<file path="src/rtl/midori64_share_feeder_pkg.sv">
// Shared constants, types and helpers for the Midori64 share feeder.
package midori64_feeder_pkg;

  localparam int SLOTS = 3;    // pipeline slots in the masked core
  localparam int DW    = 64;   // data block width
  localparam int KW    = 128;  // key width (also the width of rand_in)
  localparam int RW    = 72;   // per-cycle core randomness width

  // Feedback taps of the r LFSR, numbered 1..RW from the LSB.
  localparam int R_TAP_A = 72;
  localparam int R_TAP_B = 66;
  localparam int R_TAP_C = 25;
  localparam int R_TAP_D = 19;

  localparam logic [RW-1:0] R_TAP_MASK = (RW'(1) << (R_TAP_A - 1))
                                       | (RW'(1) << (R_TAP_B - 1))
                                       | (RW'(1) << (R_TAP_C - 1))
                                       | (RW'(1) << (R_TAP_D - 1));

  typedef enum logic [2:0] {
    COLLECT,
    KEY1,
    LOAD,
    RUN,
    DRAIN
  } state_e;

  // Three Boolean shares of one data block: word = s1 ^ s2 ^ s3.
  typedef struct packed {
    logic [DW-1:0] s1;
    logic [DW-1:0] s2;
    logic [DW-1:0] s3;
  } share_t;

  // Split a word into three shares; the low half of rnd becomes s2, the high half s3.
  function automatic share_t mask_word(input logic [DW-1:0] word, input logic [KW-1:0] rnd);
    share_t sh;
    sh.s2 = rnd[DW-1:0];
    sh.s3 = rnd[KW-1:DW];
    sh.s1 = word ^ sh.s2 ^ sh.s3;
    return sh;
  endfunction

  // One left shift of the Fibonacci LFSR; the new LSB is the XOR of the tapped bits.
  function automatic logic [RW-1:0] r_lfsr_next(input logic [RW-1:0] s);
    logic fb;
    fb = ^(s & R_TAP_MASK);
    return {s[RW-2:0], fb};
  endfunction

endpackage

</file>
<file path="src/rtl/midori64_share_feeder_if.sv">
// Upstream key/plaintext handshakes plus mode, flush and fresh randomness.
interface midori64_share_feeder_if;
  import midori64_feeder_pkg::*;

  logic          key_valid;
  logic          key_ready;
  logic [KW-1:0] key;
  logic          pt_valid;
  logic          pt_ready;
  logic [DW-1:0] pt;
  logic          enc_dec_in;
  logic          flush;
  logic [KW-1:0] rand_in;

  // Producer side (data source and randomness source).
  modport master (
    output key_valid, key, pt_valid, pt, enc_dec_in, flush, rand_in,
    input  key_ready, pt_ready
  );

  // Feeder side.
  modport slave (
    input  key_valid, key, pt_valid, pt, enc_dec_in, flush, rand_in,
    output key_ready, pt_ready
  );

endinterface

</file>
<file path="src/rtl/midori64_r_lfsr.sv">
// 72-bit Fibonacci LFSR supplying the core's per-cycle mask r.
module midori64_r_lfsr
  import midori64_feeder_pkg::*;
#(
  parameter logic [RW-1:0] SEED = 72'h5A_0F1E_2D3C_4B5A_6978
) (
  input  logic          clk,
  input  logic          reset,
  input  logic          en,
  output logic [RW-1:0] q
);

  logic [RW-1:0] r_q, r_d;

  // Advance only when enabled, otherwise hold.
  always_comb begin
    // NOTE: combinational blocks use blocking '=' and give every output a default first, so no path can infer a latch.
    r_d = r_q;
    if (en) r_d = r_lfsr_next(r_q);
  end

  // State register; a nonzero seed on an invertible linear map never reaches zero.
  always_ff @(posedge clk) begin
    // NOTE: sequential blocks use non-blocking '<=' so every flop samples the pre-edge values.
    if (!reset) r_q <= SEED;
    else        r_q <= r_d;
  end

  assign q = r_q;

endmodule

</file>
<file path="src/rtl/midori64_share_feeder.sv">
// Splits key and plaintexts into three Boolean shares, loads the masked core's
// three pipeline slots under reset, releases it and waits for the batch to drain.
module midori64_share_feeder
  import midori64_feeder_pkg::*;
#(
  parameter logic [RW-1:0] R_SEED = 72'h5A_0F1E_2D3C_4B5A_6978
) (
  input  logic                     clk,
  input  logic                     reset,
  midori64_share_feeder_if.slave   up,
  output logic                     core_reset,
  output logic [DW-1:0]            core_in1,
  output logic [DW-1:0]            core_in2,
  output logic [DW-1:0]            core_in3,
  output logic [KW-1:0]            core_key1,
  output logic [KW-1:0]            core_key2,
  output logic [KW-1:0]            core_key3,
  output logic [RW-1:0]            core_r,
  output logic                     core_enc_dec,
  input  logic                     core_done,
  output logic                     busy,
  output logic                     batch_done
);

  state_e        state_q, state_d;
  logic [1:0]    count_q, count_d;       // plaintexts held in the share buffer
  logic [1:0]    phase_q, phase_d;       // LOAD slot index / DRAIN cycle index
  logic          key_loaded_q, key_loaded_d;
  logic [KW-1:0] key_hold_q, key_hold_d; // key ^ first key mask, live only across KEY1
  share_t        slot_q [SLOTS];
  share_t        slot_d [SLOTS];
  share_t        out_q, out_d;           // shares currently presented to the core
  logic [KW-1:0] key1_q, key1_d;
  logic [KW-1:0] key2_q, key2_d;
  logic [KW-1:0] key3_q, key3_d;
  logic          enc_dec_q, enc_dec_d;
  logic          core_reset_q, core_reset_d;
  logic          batch_done_q, batch_done_d;

  logic          key_ready_c, pt_ready_c;
  logic          key_fire, pt_fire, lfsr_en;
  share_t        pt_share, zero_share;

  // Handshake readies from registered state; a key offered alongside a plaintext wins.
  assign key_ready_c = (state_q == COLLECT) && (count_q == 2'd0);
  assign pt_ready_c  = (state_q == COLLECT) && key_loaded_q && (count_q < 2'(SLOTS))
                       && !(up.key_valid && key_ready_c);
  assign key_fire    = up.key_valid && key_ready_c;
  assign pt_fire     = up.pt_valid && pt_ready_c;

  assign pt_share    = mask_word(up.pt, up.rand_in);
  assign zero_share  = mask_word('0, up.rand_in);

  // Next-state, share buffer and output-register updates.
  always_comb begin
    state_d      = state_q;
    count_d      = count_q;
    phase_d      = phase_q;
    key_loaded_d = key_loaded_q;
    key_hold_d   = key_hold_q;
    slot_d       = slot_q;
    out_d        = out_q;
    key1_d       = key1_q;
    key2_d       = key2_q;
    key3_d       = key3_q;
    enc_dec_d    = enc_dec_q;
    batch_done_d = 1'b0;

    unique case (state_q)
      COLLECT: begin
        if (key_fire) begin
          key2_d     = up.rand_in;
          key_hold_d = up.key ^ up.rand_in;
          state_d    = KEY1;
        end else begin
          if (pt_fire) begin
            slot_d[count_q] = pt_share;
            count_d         = count_q + 2'd1;
            if (count_q == 2'd0) enc_dec_d = up.enc_dec_in;
          end
          // A plaintext accepted this cycle counts toward both exit conditions.
          if ((count_d == 2'(SLOTS)) || (up.flush && (count_d != 2'd0))) begin
            state_d = LOAD;
            phase_d = 2'd0;
            out_d   = slot_d[0];
          end
        end
      end

      KEY1: begin
        key3_d       = up.rand_in;
        key1_d       = key_hold_q ^ up.rand_in;
        key_hold_d   = '0;
        key_loaded_d = 1'b1;
        state_d      = COLLECT;
      end

      LOAD: begin
        if (phase_q == 2'(SLOTS - 1)) begin
          state_d = RUN;
          phase_d = 2'd0;
        end else begin
          phase_d = phase_q + 2'd1;
          // Unused slots carry a fresh masking of zero.
          out_d   = (phase_d < count_q) ? slot_q[phase_d] : zero_share;
        end
      end

      RUN: begin
        if (core_done) begin
          state_d = DRAIN;
          phase_d = 2'd0;
        end
      end

      DRAIN: begin
        if (phase_q == 2'd0) begin
          phase_d      = 2'd1;
          batch_done_d = 1'b1;
        end else begin
          state_d = COLLECT;
          phase_d = 2'd0;
          count_d = 2'd0;
        end
      end

      default: begin
        state_d = COLLECT;
      end
    endcase

    core_reset_d = !((state_d == RUN) || (state_d == DRAIN));
  end

  // State and output registers; reset aborts everything, including the loaded key.
  always_ff @(posedge clk) begin
    if (!reset) begin
      state_q      <= COLLECT;
      count_q      <= 2'd0;
      phase_q      <= 2'd0;
      key_loaded_q <= 1'b0;
      key_hold_q   <= '0;
      // NOTE: the share buffer is reset on purpose so an aborted batch leaves no key or data shares behind.
      slot_q       <= '{default: '0};
      out_q        <= '0;
      key1_q       <= '0;
      key2_q       <= '0;
      key3_q       <= '0;
      enc_dec_q    <= 1'b0;
      core_reset_q <= 1'b1;
      batch_done_q <= 1'b0;
    end else begin
      state_q      <= state_d;
      count_q      <= count_d;
      phase_q      <= phase_d;
      key_loaded_q <= key_loaded_d;
      key_hold_q   <= key_hold_d;
      slot_q       <= slot_d;
      out_q        <= out_d;
      key1_q       <= key1_d;
      key2_q       <= key2_d;
      key3_q       <= key3_d;
      enc_dec_q    <= enc_dec_d;
      core_reset_q <= core_reset_d;
      batch_done_q <= batch_done_d;
    end
  end

  // r advances while the core is being loaded, running or draining.
  assign lfsr_en = (state_q == LOAD) || (state_q == RUN) || (state_q == DRAIN);

  midori64_r_lfsr #(
    .SEED (R_SEED)
  ) u_r_lfsr (
    .clk   (clk),
    .reset (reset),
    .en    (lfsr_en),
    .q     (core_r)
  );

  assign up.key_ready  = key_ready_c;
  assign up.pt_ready   = pt_ready_c;
  assign core_reset    = core_reset_q;
  assign core_in1      = out_q.s1;
  assign core_in2      = out_q.s2;
  assign core_in3      = out_q.s3;
  assign core_key1     = key1_q;
  assign core_key2     = key2_q;
  assign core_key3     = key3_q;
  assign core_enc_dec  = enc_dec_q;
  assign busy          = (state_q != COLLECT);
  assign batch_done    = batch_done_q;

endmodule

</file>
<file path="src/flat_wrapper.sv">
// flat-port wrapper written by rule: the top's interface ports become plain ports
module midori64_share_feeder_flat import midori64_feeder_pkg::*;
#(
  parameter logic [RW-1:0] R_SEED = 72'h5A_0F1E_2D3C_4B5A_6978
)
  (clk, reset, core_reset, core_in1, core_in2, core_in3, core_key1, core_key2, core_key3, core_r, core_enc_dec, core_done, busy, batch_done, up_key_valid, up_key, up_pt_valid, up_pt, up_enc_dec_in, up_flush, up_rand_in, up_key_ready, up_pt_ready);
  midori64_share_feeder_if up_i ();
  input  logic clk;
  input  logic reset;
  output logic core_reset;
  output logic [DW-1:0] core_in1;
  output logic [DW-1:0] core_in2;
  output logic [DW-1:0] core_in3;
  output logic [KW-1:0] core_key1;
  output logic [KW-1:0] core_key2;
  output logic [KW-1:0] core_key3;
  output logic [RW-1:0] core_r;
  output logic core_enc_dec;
  input  logic core_done;
  output logic busy;
  output logic batch_done;
  input wire logic [$bits(up_i.key_valid)-1:0] up_key_valid;
  input wire logic [$bits(up_i.key)-1:0] up_key;
  input wire logic [$bits(up_i.pt_valid)-1:0] up_pt_valid;
  input wire logic [$bits(up_i.pt)-1:0] up_pt;
  input wire logic [$bits(up_i.enc_dec_in)-1:0] up_enc_dec_in;
  input wire logic [$bits(up_i.flush)-1:0] up_flush;
  input wire logic [$bits(up_i.rand_in)-1:0] up_rand_in;
  output wire logic [$bits(up_i.key_ready)-1:0] up_key_ready;
  output wire logic [$bits(up_i.pt_ready)-1:0] up_pt_ready;
  assign up_i.key_valid = up_key_valid;
  assign up_i.key = up_key;
  assign up_i.pt_valid = up_pt_valid;
  assign up_i.pt = up_pt;
  assign up_i.enc_dec_in = up_enc_dec_in;
  assign up_i.flush = up_flush;
  assign up_i.rand_in = up_rand_in;
  assign up_key_ready = up_i.key_ready;
  assign up_pt_ready = up_i.pt_ready;
  midori64_share_feeder #(.R_SEED(R_SEED)) u_core (.clk(clk), .reset(reset), .up(up_i), .core_reset(core_reset), .core_in1(core_in1), .core_in2(core_in2), .core_in3(core_in3), .core_key1(core_key1), .core_key2(core_key2), .core_key3(core_key3), .core_r(core_r), .core_enc_dec(core_enc_dec), .core_done(core_done), .busy(busy), .batch_done(batch_done));
endmodule
</file>
<file path="config.mk">
export PLATFORM = sky130hd
export DESIGN_NAME = midori64_share_feeder_flat
export DESIGN_NICKNAME = d
export VERILOG_FILES = /design/src/rtl/midori64_share_feeder_pkg.sv /design/src/rtl/midori64_share_feeder_if.sv /design/src/rtl/midori64_r_lfsr.sv /design/src/rtl/midori64_share_feeder.sv /design/src/flat_wrapper.sv
export SDC_FILE = /design/constraint.sdc
export NUM_CORES = 2
export LEC_CHECK = 0
export CORE_AREA = 4 4 391 393
export CTS_CLUSTER_SIZE = 24
export DETAILED_ROUTE_END_ITERATION = 10
export DIE_AREA = 0 0 395 397
export DONT_BUFFER_PORTS = 1
export PLACE_DENSITY = 0.59
export SLEW_MARGIN = 20
export SYNTH_ARGS = -nofsm -noshare
export SYNTH_HDL_FRONTEND = slang
export SYNTH_SLANG_ARGS = --single-unit
</file>
<file path="constraint.sdc">
create_clock -name clk -period 3.2 [get_ports clk]
set_input_delay 0.32 -clock clk [delete_from_list [all_inputs] [get_ports clk]]
set_output_delay 0.32 -clock clk [all_outputs]
set_load 0.005 [all_outputs]
</file>
==> Word level (Yosys, flattened, before mapping) <==
Cells that the tools add are included.
{ "word_totals": {"reg_bits": 1363, "latch_bits": 0, "ram_bits": 0, "mem_bits_ro": 0, "elab_cells": 119, "mem_count": 0} }
{ "classes": {"n_addsub": 2, "n_mul": 0, "div": 0, "n_lt_le_gt_ge": 5, "eq_ne": 14, "shifts": 0, "n_mux": 33, "n_bitwise": 8, "n_reduce_logical": 33} }
{ "op_table": {"columns": ["op", "count"], "rows": [
  ["$mux 192", 7],
  ["$bwmux 576", 1],
  ["$mux 576", 1],
  ["$bmux 192 s2", 1],
  ["$demux 192 s2", 1],
  ["$pmux 192 s2", 1],
  ["$pmux 128 s2", 1],
  ["$xor 128x128->128", 2],
  ["$xor 64x64->64", 3],
  ["$mux 128", 1],
  ["$reduce_xor 72->1", 1],
  ["$mux 2", 9],
  ["$mux 3", 5],
  ["$pmux 3 s4", 1],
  ["$reduce_and 4->1", 3],
  ["$ne 2x2->1 const B", 5],
  ["$eq 3x2->1 const B", 3],
  ["$logic_and 1x1->1", 8],
  ["$pmux 2 s4", 1],
  ["$reduce_and 2->1", 4],
  ["$reduce_bool 2->1", 4],
  ["$eq 3x3->1 const B", 2],
  ["$ge 3x3->1 const B", 2],
  ["$not 2->3", 2],
  ["17 further kinds", 26]
]} }

==> Longest topological paths before layout <==
{ "depth": {"ltp_word": 18, "depth_mapped": 15, "mapped_depth_nobuf": 9} }

==> By module <==
Synthesis repeated with hierarchy kept, for this count alone.
{ "unflattened": {"cells_unflattened": 7076, "area_unflattened_um2": 59374.4} }
{ "modules_own_cells": {"columns": ["mod", "n_inst", "cells_each", "area_per_inst_um2", "seq_area_each_um2"], "rows": [
  ["midori64_share_feeder", 1, 6841, 56674.4, 25844.8],
  ["midori64_r_lfsr", 1, 235, 2700.1, 1441.4]
]} }

==> Least setup slack after synthesis <==
OpenSTA, ideal clock, no wires.
{ "synth_timing": {"kind": "reg2reg", "start": "reg u_core.phase_q[0]", "end": "reg u_core.out_q, in the netlist u_core.core_in1[23]", "setup_ns": 0.116, "arrival_ns": 3.075, "t_required_ns": 3.084, "slack_ns": 0.008, "path_stages_with_launch": 15, "n_path_buf": 5, "synth_period_minus_slack_ns": 3.192, "path_cell_list": "dfxtp_1 clkbuf_1 inv_1 clkbuf_1 clkbuf_1 ha_1 ha_1 a21boi_0 or2_0 clkbuf_1 clkbuf_1 nand2_1 a21oi_1 a2111oi_0 a31o_2"} }
{ "synth_between": {"elab_chain_cells": 8} }
{ "synth_rtl": {"columns": ["item", "line_no", "rtl"], "rows": [
  ["start, declared", "midori64_share_feeder.sv:27", "logic [1:0] phase_q, phase_d;"],
  ["start signal, assigned", "midori64_share_feeder.sv:155", "phase_q <= phase_d;"],
  ["$add 2x1->2", "midori64_share_feeder.sv:103", "phase_d = phase_q + 2'd1;"],
  ["$not 2->3 (implied by the code)", "midori64_share_feeder.sv:105", "out_d = (phase_d < count_q) ? slot_q[phase_d] : zero_share;"],
  ["$bmux 192 s2", "midori64_share_feeder.sv:105", null],
  ["$mux 192 (implied by the code) (2 in series)", "midori64_share_feeder.sv:105", null],
  ["$mux 192", "midori64_share_feeder.sv:105", null],
  ["$mux 192", "midori64_share_feeder.sv:99", "if (phase_q == 2'(SLOTS - 1)) begin"],
  ["$pmux 192 s2", "midori64_share_feeder.sv:69", "unique case (state_q)"],
  ["end signal, assigned", "midori64_share_feeder.sv:159", "out_q <= out_d;"],
  ["end, declared", "midori64_share_feeder.sv:32", "share_t out_q, out_d;"]
]} }
Parallel ways exist; a longest one is shown, timed or not. The select of a mux whose other input is x is not followed.
A chain may end at the register's enable or synchronous reset.

==> Worst setup path after layout <==
{ "layout_timing": {"start": "reg u_core.count_q[0]", "end": "reg u_core.out_q, in the netlist u_core.core_in1[29]"} }
{ "layout_between": {"elab_chain_cells": 14} }
{ "layout_rtl": {"columns": ["item", "line_no", "rtl"], "rows": [
  ["start, declared", "midori64_share_feeder.sv:26", "logic [1:0] count_q, count_d;"],
  ["start signal, assigned", "midori64_share_feeder.sv:154", "count_q <= count_d;"],
  ["branches (longest 14 deep; another with $ge 3x3->1)", null, null]
]} }
Parallel ways; which one is timed is not known. The select of a mux whose other input is x is not followed.

==> out/results.txt <==
Max cap viols = 0
Net switching power = 10.94 mW
Finished Cell Area = 0.07075 mm²
Area Growth Syn to Fin = 19.01%
Cell chain of the critical path = inv_1, ha_2, a2111o_1, o21ai_1, a21oi_1, or4_4, buf_12, a2111oi_0, a31o_2
Post-DRT Antenna Nets = 0
CTS sink count = 1363
CTS root buffer = clkbuf_16
Share of layout cells above drive strength 1 = 8.697%
Via/cell ratio = 5.814
DRC Markers = 0
FMAX = 321.7 MHz
Initial DRC count = 5982
Period utilisation layout = 97.15%
Commonest non-fill, non-tap cell in the layout = nand2_1
CTS tree = built
Number of synthesized register bits = 1363
Core Footprint = 0.1494 mm²
Max IR drop VDD = 0.4571 mV
RSZ-0062 raised after global routing = yes
Clock Skew = 0.06502 ns
Max transition margin = 13.53%
Post-synth ARST share = 0%
Commonest non-fill, non-tap cells in the layout = 2199 x nand2_1, 1362 x dfxtp_1, 1324 x a21oi_1
Combinational Power Share = 10.4%
Tmin final = 3.109 ns
Clock latency on the worst-skew pair = 0.80 ns
Pwr dens = 568.3 mW/mm²
Initial Util = 39.78%
Outcome = finished clean
Clk pwr share = 44.7%
Worst Setup End Kind = flop
Sequential share of the synthesized area = 45.90%
Critical path launch point type = flop
Final WL = 261900 µm
Deepest clock path buffer count = 3
Switching part of the total power = 27.22%
GRT Overall Usage = 31.51%
Sequential Power Share = 44.9%
Worst path arrival time = 3.83 ns
Final number of max-transition violations = 0
Placed inst area = 0.06109 mm²
Dominant synthesized flop cell = dfxtp_1
Detailed-route via count = 55730
H-tree depth = 4
Initial antenna violation count = 51
Detail Placement HPWL = 164200 µm
Nets = 7750
CP max-delay cell = or4_4
Number of synthesized flops with an enable pin = 0
Mapped Avg Cell Area = 7.979 µm²
Wire per inst = 27.33 µm
Setup Crit Path Kind = flop to flop
Clk slew on worst S/H paths = 0.06 ns
Cell Area, Synth = 0.05944 mm²
Synth Instances = 7450
Crit path required time = 3.92 ns
Die area = 0.1568 mm²
Final hold violation count = 0
Grt total ovfl = 0
Placement Rows = 142
Die Y = 397 µm
Final setup viols = 0
Pre-CTS WS = -0.004262 ns
Internal power = 29.26 mW
DIE WIDTH = 395 µm
Num CTS Buffers = 152
CP peak stage delay = 0.58 ns
Worst Hold Class = input pin to flop
CP max FO = 66
Port buffer count = 0
Vias in the first global route = 51340
Synth warnings = 0
Largest net degree at the start of global routing = 187
Tightest Pin Transition = 1.293 ns
Post-route setup slack = 0.09104 ns
DRT Pass-1 Iters = 6
Netlist cell types = 44
Syn_nets = 7786
Top Ports = 981
First-pass GRT wire length = 371000 µm
Final GP Congestion = 0.8666
Static Leak = 24.63 nW
-- worst max-delay path, delay by kind of cell (launching register included) --
kind / cells / cell delay (ns)
flops: 1 / 0.33
simple gates: 1 / 0.58
buf+inv: 2 / 0.35
fa+ha+maj: 1 / 0.20
compound gates: 5 / 1.55
-- area by class of cell --
class,count,area [µm²]
Sequential cell,1363,27290
Multi-Input combinational cell,5297,29170
Clock buffer,220,4432
Antenna cell,38,95.09
Tap cell,2016,2522
Inverter,7,36.28
Fill cell,14340,78680
Timing Repair Buffer,593,6528
Clock inverter,51,675.6
-- synth_stat cells, types with 25 or more instances --
cell type | n | area share, %
nand3_1 | 170 | 1.4
a211oi_1 | 194 | 2.5
clkbuf_1 | 727 | 4.6
xor2_1 | 128 | 1.9
and3_1 | 65 | 0.68
nand2_1 | 2205 | 14
a21oi_1 | 1326 | 11
nor3b_1 | 127 | 1.6
xnor2_1 | 259 | 3.8
buf_1 | 30 | 0.19
nor2_1 | 141 | 0.89
o221ai_1 | 191 | 2.8
mux2_2 | 127 | 2.4
a31o_2 | 57 | 0.84
mux2i_1 | 193 | 3.2
buf_6 | 25 | 0.47
a2111oi_0 | 64 | 0.94
dfxtp_1 | 1363 | 46
-- power by group through the flow --
stage	Sequential, mW	Combinational [mW]	Clock [mW]
after global routing	18.1	4.47	18.9
final	18.0	4.18	18.0
after global placement	18.4	3.03	0
after CTS	18.0	4.11	18.2
after detailed placement	18.4	3.07	0
after floorplan	18.2	2.43	0
-- per-layer routing --
| metal | global-route usage [%] | routed length (µm) |
|---|---|---|
| met4 | 12.46 | 10770 |
| met1 | 40.88 | 105700 |
| met3 | 10.27 | 28680 |
| met5 | 0 | 129 |
| met2 | 48.49 | 116700 |
-- timing repair --
item,CTS,global route
pin swaps,0,1
endpoints found under the hold margin,1325,0
hold buffers,408,0
cloned,1,2
buffers inserted,0,7
setup endpoints to repair,8,139
resized for setup,2,15
-- path summary, 6_finish.rpt --
path | startpoint | endpoint | slack (ns) | cells after the start
setup / recovery | u_core.count_q[0] | u_core.core_in1[29] | 0.09 | 9
hold / removal | up_rand_in[22] | flop | 0.07 | 4
setup reg to reg | u_core.count_q[0] | u_core.core_in1[29] | 0.09 | 9
hold reg to reg | flop | flop | 0.45 | 2
-- logic make-up (layout without fill, tap and decap cells) --
| kind of cell | after synthesis | count (layout) | synth area share (%) |
|---|---|---|---|
| XOR/XNOR | 387 | 387 | 5.702 |
| flip-flops | 1363 | 1363 | 45.90 |
| buffers and inverters | 791 | 871 | 5.315 |
| AND/OR/NAND/NOR | 2728 | 2729 | 18.76 |
| multiplexers | 320 | 320 | 5.656 |
| other | 0 | 38 | 0 |
| AO/OA/AOI/OAI | 1852 | 1852 | 18.47 |
| adder cells (fa/ha/maj) | 9 | 9 | 0.1894 |
-- metrics by stage --
stage | std cells | hold WS [ns] | utilization (%) | setup TNS [ns] | power, mW
2_1_floorplan | 7450 | 0.4315 | - | 0 | 20.62
3_5_place_dp | 8858 | 0.4420 | 40.88 | -0.004262 | 21.47
3_3_place_gp | 8858 | 0.4380 | 40.88 | -0.007664 | 21.42
4_1_cts | 9538 | 0.001265 | 47.16 | 0 | 40.33
5_1_grt | 9560 | 0.05210 | 47.30 | -0.1627 | 41.43
6_report | 9585 | 0.06813 | 47.35 | 0 | 40.20
(Power assumes the default switching activity.)
